`config.mk`:
```
export PLATFORM = sky130hd
export DESIGN_NAME = dsp_pipe_reg
export DESIGN_NICKNAME = d
export VERILOG_FILES = /design/src/rtl/dsp_pipe_reg.sv
export SDC_FILE = /design/constraint.sdc
export NUM_CORES = 1
export LEC_CHECK = 0
export CAP_MARGIN = 40
export CORE_MARGIN = 8
export CORE_UTILIZATION = 44
export CTS_CLUSTER_DIAMETER = 50
export DETAILED_ROUTE_END_ITERATION = 12
export PLACE_DENSITY = 0.73
export SLEW_MARGIN = 20
export SYNTH_ARGS = -nofsm -noshare
export SYNTH_HDL_FRONTEND = slang
export SYNTH_SLANG_ARGS = --single-unit
```
`constraint.sdc`:
```
create_clock -name clk -period 1.42 [get_ports clk]
set_input_delay 0.284 -clock clk [delete_from_list [all_inputs] [get_ports clk]]
set_output_delay 0.284 -clock clk [all_outputs]
set_load 0.01 [all_outputs]
```
`src/rtl/dsp_pipe_reg.sv`:
```
// Elastic DEPTH-stage register pipeline with bubble collapse; latency DEPTH cycles, one word/cycle.
// Backpressure: a stalled output stage holds; in_ready drops only once stage 0 cannot move forward.
module dsp_pipe_reg #(
    parameter int WIDTH = 32,
    parameter int DEPTH = 2,
    localparam int OCC_W = $clog2(DEPTH + 1)
) (
    input  logic             clk,
    input  logic             rst_n,
    input  logic             flush,
    input  logic             in_valid,
    output logic             in_ready,
    input  logic [WIDTH-1:0] in_data,
    output logic             out_valid,
    input  logic             out_ready,
    output logic [WIDTH-1:0] out_data,
    output logic [OCC_W-1:0] occupancy
);

    logic [DEPTH-1:0]              v_q, v_d;
    logic [DEPTH-1:0]              adv;
    logic [DEPTH-1:0]              load;
    logic [DEPTH:0]                load_ext;
    logic [DEPTH-1:0][WIDTH-1:0]   d_q, d_d;
    logic [DEPTH:0][WIDTH-1:0]     src;
    logic [OCC_W-1:0]              occ_q, occ_d;
    logic                          in_hs;
    logic                          go;

    // Advance flags ripple from the output stage back towards stage 0.
    always_comb begin
        adv          = '0;
        go           = v_q[DEPTH-1] & out_ready;
        adv[DEPTH-1] = go;
        for (int i = DEPTH - 2; i >= 0; i--) begin
            go     = v_q[i] & (~v_q[i+1] | go);
            adv[i] = go;
        end
    end

    assign in_ready = rst_n & ~flush & (~v_q[0] | adv[0]);
    assign in_hs    = in_valid & in_ready;

    // Stage i is fed by stage i-1; stage 0 is fed by the input port.
    assign load_ext = {adv, in_hs};
    assign load     = load_ext[DEPTH-1:0];
    assign src      = {d_q, in_data};

    always_comb begin
        v_d   = v_q;
        d_d   = d_q;
        occ_d = '0;
        for (int i = 0; i < DEPTH; i++) begin
            v_d[i] = ~flush & (load[i] | (v_q[i] & ~adv[i]));
            if (load[i] && !flush) begin
                d_d[i] = src[i];
            end
            occ_d = occ_d + OCC_W'(v_d[i]);
        end
    end

    always_ff @(posedge clk or negedge rst_n) begin
        if (!rst_n) begin
            v_q   <= '0;
            d_q   <= '0;
            occ_q <= '0;
        end else begin
            v_q   <= v_d;
            d_q   <= d_d;
            occ_q <= occ_d;
        end
    end

    assign out_valid = v_q[DEPTH-1];
    assign out_data  = d_q[DEPTH-1];
    assign occupancy = occ_q;

endmodule

```
==> impl_results.md <==
- Setup crit start kind: register
- Worst path required time: between 1.5 and 2 ns
- DRC errors left: 0
- Worst-path cell chain: nor2b_4, nor3b_4, buf_6, clkbuf_16, mux2_2
- Clk sinks: roughly 70
- CP endpoint: out_data[22]
- Layout cells sized above 1: 0.411
- Clock-pin transition on the worst setup and hold timing paths: roughly 0.070 ns
- Setup ws final: -0.116 ns
- Starting density of the core: 0.458
- Sequential area share after synthesis: 0.581
- # diodes: 0
- Reg2Reg Launch Point: v_q[1]
- R2r endpoint: out_data[22]
- Max Freq: ~650 MHz
- Worst Path Buf+Inv: 2
- Clock Path Buffers: 2
- Starting DRT DRC Count: 23
- Setup TNS: -4.81 ns
- Status: finished with violations
- Fraction of registers with async set/reset: 1.00
- Die Height: between 90 and 100 um
- Fillers: 519
- DIE AREA: 9520 um^2
- Pre-CTS setup slack: -0.524 ns
- Routed Antenna Nets: 0
- DPL Wire Length: between 3000 and 4000 um
- First-pass iteration count of the detailed router: 4
- Largest net degree at the start of global routing: 69
- Actual slew at the worst max-slew pin: roughly 0.45 ns
- GRT Util Overall: 0.122
- Reg2reg setup slack: -0.12 ns
- # rows: 29
- Warnings from Yosys: 0
- Crit path DAT: around 1.7 ns
- Syn Area/Cell: 16.1 um^2
- Average wire length per cell after detail routing: between 15 and 20 um
- Port-buffer cells: 72
- Critical Path Fanout Max: 5
- WP depth: 5
- CTS Hold Bufs: 0
- Max_cap viols: 0
- Layout Skew: approximately 0.0065 ns
- Die width: about 98 um
- Finished Core Util: 0.606
- Synthesized area: slightly below 3000 um^2
- Unrepaired setup endpoints after global routing: true
- GR Overflow Total: 0
- Tightest Hold Check Type: in -> async
- TritonCTS buffer count: 9
- Worst skew pair latency: around 0.32 ns
- P&R area growth vs syn: 32.1%
- I/O Pins: 73
- Top delay family on crit path: flip-flops
- CP max-delay cell: dfrtp_1
- Crit-path max cell delay: 0.39 ns
- Initial antenna violation count: 0
- Crit. Startpoint: v_q[1]
- Syn Inst Count: roughly 180
- Post-synth EDFFs: 0
- Pwr Density: around 1400 nW/um^2
- Vias in the first global route: about 1800
- Relative slew slack: 0.700
- Most common cell after layout, fill and taps aside: dfrtp_1
- Yosys cell types: 16
- Vias post-DR: between 1500 and 2000
- Kind of critical path: reg -> reg
- Final WL: around 6000 um
- CTS Root Buffer Type: clkbuf_8
- First-pass GRT wire length: between 9000 and 10000 um
- Final net count: approximately 280
- Final hold viol count: 0
- # setup viols final: 63
- Htree depth: 3
- Synth Register Bits: 68
- Post-Syn Nets: 220
- VDD IR-drop max: around 0.85 mV
- Most frequent cells in the layout: dfrtp_1, mux2_4, dlygate4sd2_1
- Core area: between 6000 and 7000 um^2
- Final Critical Period: 1.54 ns
- Setup crit end kind: register
- CTS tree: yes
- Ys flop type: dfrtp_1
- Period utilisation layout: 1.08
- Leakage: 1.85 nW
- Reg2Reg Depth: 5
- Slew Viols, Final: 0
- Via density: a little under 5
- GPL Wtd Cong: 0.676
- Failing checks: setup timing
## report_power, final
part,switching (mW),total [mW],internal [mW],leakage (nW)
Clock,0.656,1.31,0.654,0.0848
Sequential,0.246,2.66,2.41,0.832
Combinational,0.504,1.46,0.960,0.932
## cell usage after synthesis, types with 2 or more instances
master   number  area share
mux2_1        2      0.0077
buf_8         3       0.015
nor2_1        2      0.0026
buf_4        35       0.090
dfrtp_1      68        0.58
mux2_4       30        0.15
mux2_2       32        0.12
nor2b_1       2      0.0043
## routing by layer
layer / up-vias / part of all wire / global-route usage
met1: 799 / 0.47 / 0.150
met4: 0 / 0.012 / 0.0524
met2: 46 / 0.47 / 0.188
met5: - / 0 / 0
met3: 7 / 0.052 / 0.0434
li1: 709 / - / -
## cell type report
class | instances | area, um^2 | area share
Sequential cell | 68 | 1700 | 0.440
Tap cell | 77 | 96.3 | 0.0249
Multi-Input combinational cell | 75 | 1010 | 0.262
Clock buffer | 11 | 141 | 0.0365
Timing Repair Buffer | 89 | 901 | 0.233
Clock inverter | 3 | 15.0 | 0.00388
## what timing repair did
item                       4_1_cts  5_1_grt
pin swaps                        0        1
buffers inserted                 5        2
cloned                           2        2
setup endpoints to repair      100       65
resized for setup               56       20
## cells by family (layout without fill, tap and decap cells)
kind of cell,Yosys count,after routing,synth area share
adders and majority gates,1,1,0.00427
muxes,64,64,0.285
buffers and inverters,39,103,0.109
and+or+nand+nor,9,9,0.0192
DFF,68,68,0.581
AOI/OAI and AO/OA,1,1,0.00171
## how the worst min path moves through the flow
| stage | startpoint | to | slack, ns | cells past startpoint |
|---|---|---|---|---|
| 2_1_floorplan | rst_n | d_q[0] | -0.01 | 0 |
| 3_3_place_gp | out_data[2] | out_data[2] | 0.47 | 1 |
| 3_5_place_dp | out_data[1] | out_data[1] | 0.48 | 1 |
| 4_1_cts | rst_n | out_data[24] | 0.24 | 2 |
| 5_1_grt | rst_n | out_data[26] | 0.09 | 2 |
| 6_report | rst_n | out_data[26] | 0.06 | 2 |
## registers in the layout (all words and copies together) (netlist names)
name / flops
d_q: 32
occupancy: 2
out_data: 32
v_q: 2
## per-stage QoR
stage          instances  area, um^2  total power, mW  hold WS [ns]
2_1_floorplan        182        2940             3.76       -0.0116
3_3_place_gp         299        3530             4.20         0.470
3_5_place_dp         299        3530             4.26         0.475
4_1_cts              320        3750             5.40         0.239
5_1_grt              323        3870             5.74        0.0884
6_report             323        3870             5.43        0.0623
No activity file was read; power rests on OpenSTA's default activity.
